===== config.mk =====
export PLATFORM = sky130hd
export DESIGN_NAME = mod_updown_cntr_flat
export DESIGN_NICKNAME = d
export VERILOG_FILES = /design/src/rtl/mod_updown_cntr_if.sv /design/src/rtl/mod_updown_cntr.sv /design/src/flat_wrapper.sv
export SDC_FILE = /design/constraint.sdc
export NUM_CORES = 1
export LEC_CHECK = 0
export ABC_CLOCK_PERIOD_IN_PS = 2500
export CAP_MARGIN = 30
export CORE_AREA = 2 2 39 41
export CTS_CLUSTER_DIAMETER = 60
export DETAILED_ROUTE_END_ITERATION = 8
export DIE_AREA = 0 0 41 43
export PLACE_DENSITY = 0.78
export SLEW_MARGIN = 10
export SYNTH_ARGS = -nofsm -noshare
export SYNTH_HDL_FRONTEND = slang
export SYNTH_SLANG_ARGS = --single-unit

===== constraint.sdc =====
create_clock -name clk -period 2.5 [get_ports clk]
set_input_delay 0.375 -clock clk [delete_from_list [all_inputs] [get_ports clk]]
set_output_delay 0.375 -clock clk [all_outputs]
set_load 0.01 [all_outputs]

===== src/rtl/mod_updown_cntr_if.sv =====
// Control/status bundle between a controller FSM and mod_updown_cntr.
// Clock and hard reset stay plain ports on the counter.
interface mod_updown_cntr_if #(
    parameter int unsigned WIDTH = 4
);
    logic             soft_rst;
    logic             en;
    logic             incr;
    logic             decr;
    logic             load;
    logic [WIDTH-1:0] load_val;
    logic [WIDTH-1:0] cnt_out;
    logic             tc_pulse;
    logic             ovf_flag;
    logic             at_max;
    logic             at_zero;

    modport master (
        output soft_rst, en, incr, decr, load, load_val,
        input  cnt_out, tc_pulse, ovf_flag, at_max, at_zero
    );

    modport slave (
        input  soft_rst, en, incr, decr, load, load_val,
        output cnt_out, tc_pulse, ovf_flag, at_max, at_zero
    );
endinterface


===== src/rtl/mod_updown_cntr.sv =====
// Modulo-N up/down counter with parallel load, wrap/saturate boundary mode,
// registered terminal-event pulse and sticky overflow flag.
module mod_updown_cntr #(
    parameter int unsigned WIDTH    = 4,
    parameter int unsigned MOD_VAL  = 10,
    parameter bit          SAT_MODE = 1'b0
) (
    input  logic                 clk,
    input  logic                 hard_rst_n,
    mod_updown_cntr_if.slave     bus
);
    // MOD_VAL may equal 2**WIDTH, so the range check is done in 64 bits
    localparam longint unsigned RANGE = 64'(1) << WIDTH;

    generate
        if (MOD_VAL < 2 || 64'(MOD_VAL) > RANGE) begin : g_bad_mod
            $error("mod_updown_cntr: MOD_VAL out of range for WIDTH");
        end
    endgenerate

    localparam logic [WIDTH-1:0] MAX_V = WIDTH'(MOD_VAL - 1);

    logic [WIDTH-1:0] cnt_q, cnt_d;
    logic             tc_q, tc_d;
    logic             ovf_q, ovf_d;
    logic             step_up, step_dn;

    // incr and decr together cancel out; en gates stepping only
    assign step_up = bus.en & bus.incr & ~bus.decr;
    assign step_dn = bus.en & bus.decr & ~bus.incr;

    // Next-state: soft_rst > load > step > hold
    always_comb begin
        cnt_d = cnt_q;
        tc_d  = 1'b0;
        ovf_d = ovf_q;
        if (bus.soft_rst) begin
            cnt_d = '0;
            ovf_d = 1'b0;
        end else if (bus.load) begin
            cnt_d = (bus.load_val > MAX_V) ? MAX_V : bus.load_val;
        end else if (step_up) begin
            if (cnt_q == MAX_V) begin
                tc_d  = 1'b1;
                ovf_d = 1'b1;
                if (!SAT_MODE) cnt_d = '0;
            end else begin
                cnt_d = cnt_q + WIDTH'(1);
            end
        end else if (step_dn) begin
            if (cnt_q == '0) begin
                tc_d  = 1'b1;
                ovf_d = 1'b1;
                if (!SAT_MODE) cnt_d = MAX_V;
            end else begin
                cnt_d = cnt_q - WIDTH'(1);
            end
        end
    end

    always_ff @(posedge clk or negedge hard_rst_n) begin
        if (!hard_rst_n) begin
            cnt_q <= '0;
            tc_q  <= 1'b0;
            ovf_q <= 1'b0;
        end else begin
            cnt_q <= cnt_d;
            tc_q  <= tc_d;
            ovf_q <= ovf_d;
        end
    end

    assign bus.cnt_out  = cnt_q;
    assign bus.tc_pulse = tc_q;
    assign bus.ovf_flag = ovf_q;
    assign bus.at_max   = (cnt_q == MAX_V);
    assign bus.at_zero  = (cnt_q == '0);
endmodule


===== src/flat_wrapper.sv =====
// flat-port wrapper written by rule: the top's interface ports become plain ports
module mod_updown_cntr_flat 
#(
    parameter int unsigned WIDTH    = 4,
    parameter int unsigned MOD_VAL  = 10,
    parameter bit          SAT_MODE = 1'b0
)
  (clk, hard_rst_n, bus_soft_rst, bus_en, bus_incr, bus_decr, bus_load, bus_load_val, bus_cnt_out, bus_tc_pulse, bus_ovf_flag, bus_at_max, bus_at_zero);
  mod_updown_cntr_if #(.WIDTH(WIDTH)) bus_i ();
  input  logic clk;
  input  logic hard_rst_n;
  input wire logic [$bits(bus_i.soft_rst)-1:0] bus_soft_rst;
  input wire logic [$bits(bus_i.en)-1:0] bus_en;
  input wire logic [$bits(bus_i.incr)-1:0] bus_incr;
  input wire logic [$bits(bus_i.decr)-1:0] bus_decr;
  input wire logic [$bits(bus_i.load)-1:0] bus_load;
  input wire logic [$bits(bus_i.load_val)-1:0] bus_load_val;
  output wire logic [$bits(bus_i.cnt_out)-1:0] bus_cnt_out;
  output wire logic [$bits(bus_i.tc_pulse)-1:0] bus_tc_pulse;
  output wire logic [$bits(bus_i.ovf_flag)-1:0] bus_ovf_flag;
  output wire logic [$bits(bus_i.at_max)-1:0] bus_at_max;
  output wire logic [$bits(bus_i.at_zero)-1:0] bus_at_zero;
  assign bus_i.soft_rst = bus_soft_rst;
  assign bus_i.en = bus_en;
  assign bus_i.incr = bus_incr;
  assign bus_i.decr = bus_decr;
  assign bus_i.load = bus_load;
  assign bus_i.load_val = bus_load_val;
  assign bus_cnt_out = bus_i.cnt_out;
  assign bus_tc_pulse = bus_i.tc_pulse;
  assign bus_ovf_flag = bus_i.ovf_flag;
  assign bus_at_max = bus_i.at_max;
  assign bus_at_zero = bus_i.at_zero;
  mod_updown_cntr #(.WIDTH(WIDTH), .MOD_VAL(MOD_VAL), .SAT_MODE(SAT_MODE)) u_core (.clk(clk), .hard_rst_n(hard_rst_n), .bus(bus_i));
endmodule

==> flow_summary.toml <==
[sta]
drv_slew = 0
tns_ns = 0
finClkSkew_ns = 0.00857
finalCritPeriodShare_pct = 96.0
finalSetupViolCount = 0
relSlewSlack_pct = 79.7
hold_viol = 0
max_freq_ghz = 0.417
post-route-min-period_ns = 2.40
grt_setup_unrepaired = "no"
worst_slew_pin_slew_ns = 0.304

[worst_setup_path]
crit_path_end_kind = "output port"
rr_worst_depth = 6
critPathTopFamily = "buffers and inverters"
cp_common_cell = "inv_1"
r2r-start = "u_core.bus.cnt_out[0]$_DFFE_PN0P_"
cp_slowest_cell = "clkdlybuf4s50_1"
r2r_setup_slack_ns = 0.70
worstPathArrival_ns = 2.02
criticalPathCategory = "reg2out"
cp_data_required_time_ns = 2.12
slowest_delay_ns = 0.53
worstReg2RegEnd = "u_core.bus.cnt_out[0]$_DFFE_PN0P_"
path_buf_inv = 3
startpoint_type = "flip-flop"
worst-path-max-fanout = 9
cp_cell_sequence = "inv_1 -> ha_1 -> or3b_1 -> inv_1 -> clkdlybuf4s50_1"

[drt]
dr.pass1.iters = 4
vias = 593
ant_nets = 0
viasPerCell = 5.81
drt_wl_total_mm = 1.46
drc = 0
first_iter_violations = 22
routedWlPerCell_um = 14.3

[place]
numPortBuffers = 18
placed_cell_area_um2 = 744
place.gp.congestion = 0.849
dp_hpwl_mm = 1.10

[finish]
fillers = 131
final_area_um2 = 769
num_antenna_cells = 0
finish.utilization_pct = 55.6
area_delta_synth_final_pct = 38.5
nets = 103
drive_gt1_share_pct = 8.14

[power_and_ir_drop]
p_per_area_nw_per_um2 = 424
power.total_uw = 326
peakVddDrop_mv = 0.155
cellLeakagePower_uw = 0.000341

[hold_path]
hp-class = "in2async"

[yosys]
yosysSeqAreaShare_pct = 27.0
yosysWarnings = 0
synth_top_area_cell = "dfrtp_1"
syn-cell-area_um2 = 556
synthCells = 68
postSynthAreaPerCell_um2 = 8.17
synth_cell_types = 29
synth_top_area_share_pct = 27.0
syn_nets = 83
synthTopCellsByArea = "dfrtp_1, ha_1, nor2_1, inv_1, and3_1"
synth_seq_cells = 6

[global_routing]
grt_pass1_vias = 554
overflow = 0
grt_first_pass_wirelength_mm = 2.42
grtUsageTotal_pct = 20.6
antenna_found_initial = 0
grt_max_degree = 10

[clock_network]
ctsRootBufferMaster = "clkbuf_4"
cts.sinks = 6
clk_path_buf_depth = 2
insertion_delay_ns = 0.26
cts_buffers = 3
cts.reportedPaths.clkPinSlew_ns = 0.05
cts-htree-levels = 1
cts_tree = "done"

[floorplanning]
die-area_um2 = 1760
core_area_um2 = 1380
initial_core_util_pct = 40.1
ios = 19
fp-row-count = 14
dieWidth_um = 41
die_h_um = 43

[flow_run]
maxCapViolCount = 0

[outcome]
outcome = "finished, final reports clean"
## sequential cells by signal, summed over array words and instances, names as in the netlist
signal,count
u_core.bus.ovf_flag,1
u_core.bus.cnt_out,4
u_core.bus.tc_pulse,1
## cell usage in the layout (no fill, tap or decap)
master and count:
a22oi_1 1, dfrtp_2 2, or3_1 1, nand3b_1 2
a21oi_1 3, or3b_1 1, o21a_1 1, nor3_1 3
dfrtp_1 4, a311oi_1 2, and3_1 3, and3b_1 1
o21bai_1 1, ha_1 4, a211o_1 2, o2bb2ai_1 2
o31ai_1 1, nand2b_1 3, a211oi_2 1, o21ai_0 1
clkdlybuf4s50_1 18, mux2_1 1, a311o_1 1, xnor2_1 1
o22ai_1 1, a21bo_4 1, nand3_1 3, nor2_1 11
inv_1 6, a31oi_1 1, clkbuf_4 3
## where the power goes
| part | switching, uW | internal [uW] |
|---|---|---|
| combinational | 52.5 | 61.9 |
| clock | 41.3 | 54.7 |
| sequential | 12.0 | 104 |
## worst max path at each step
stage | slack (ns) | to | depth (start not counted) | startpoint
detailed placement | 0.33 | bus_at_zero | 5 | u_core.bus.cnt_out[0]$_DFFE_PN0P_
global placement | 0.42 | bus_at_zero | 5 | u_core.bus.cnt_out[0]$_DFFE_PN0P_
CTS | 0.07 | bus_at_zero | 5 | u_core.bus.cnt_out[0]$_DFFE_PN0P_
floorplan | 0.82 | u_core.bus.cnt_out[1]$_DFFE_PN0P_ | 7 | u_core.bus.cnt_out[0]$_DFFE_PN0P_
global route | 0.01 | bus_at_zero | 5 | u_core.bus.cnt_out[0]$_DFFE_PN0P_
finish | 0.10 | bus_at_zero | 5 | u_core.bus.cnt_out[0]$_DFFE_PN0P_
## stage by stage
step	hold WS [ns]	setup slack [ns]	instances
floorplan	0.0794	0.818	68
global placement	0.491	0.423	99
detailed placement	0.501	0.333	99
CTS	0.361	0.0707	102
global route	0.382	0.0138	102
finish	0.353	0.101	102
## what timing repair did
item / in CTS / in global routing
resized for setup: 0 / 2
setup endpoints to repair: 0 / 1
hold buffers: 0 / 0
buffers inserted: 0 / 0
## routing by layer
metal	wire length [um]	track usage [%]
met4	29	12.0
met1	604	22.5
met3	88	4.71
met2	738	33.8
met5	0	0
## cell families after synthesis
| group | count (synthesis) | synth area share [%] |
|---|---|---|
| xor gates and xnor gates | 1 | 1.58 |
| adders and majority gates | 4 | 9.01 |
| DFF | 6 | 27.0 |
| AOI/OAI and AO/OA | 19 | 27.7 |
| muxes | 1 | 2.03 |
| and+or+nand+nor | 28 | 26.6 |
| buffers and inverters | 9 | 6.08 |
## worst register-to-register path, delay by kind of cell (launching register included)
kind / cells / cell delay, ns
AO/OA/AOI/OAI: 2 / 0.39
adder cells (fa/ha/maj): 1 / 0.18
buffers and inverters: 1 / 0.10
flip-flops: 1 / 0.46
AND/OR/NAND/NOR: 2 / 0.58
## Yosys cell counts
cell,number
a311o_1,1
a311oi_1,2
dfrtp_1,6
o31ai_1,1
o21bai_1,1
or3_1,1
o2bb2ai_1,2
a211o_1,2
ha_1,4
nor2_1,11
xnor2_1,1
a31oi_1,1
o22ai_1,1
nor3_1,3
and3_1,3
clkbuf_1,3
a21bo_4,1
and3b_1,1
inv_1,6
o21ai_0,1
nand3_1,3
a211oi_2,1
mux2_1,1
nand3b_1,2
a22oi_1,1
a21oi_1,3
o21a_1,1
nand2b_1,3
or3b_1,1
## cell type report
cell class / instances / area [um^2] / share of cell area (%)
multi-input cells: 53 / 372 / 48.3
clock buffers: 3 / 22.5 / 2.93
flip-flops and latches: 6 / 153 / 19.8
well taps: 16 / 20.0 / 2.60
repair buffers: 18 / 180 / 23.4
inverters: 6 / 22.5 / 2.93
Power figures use the tool's default switching activity.
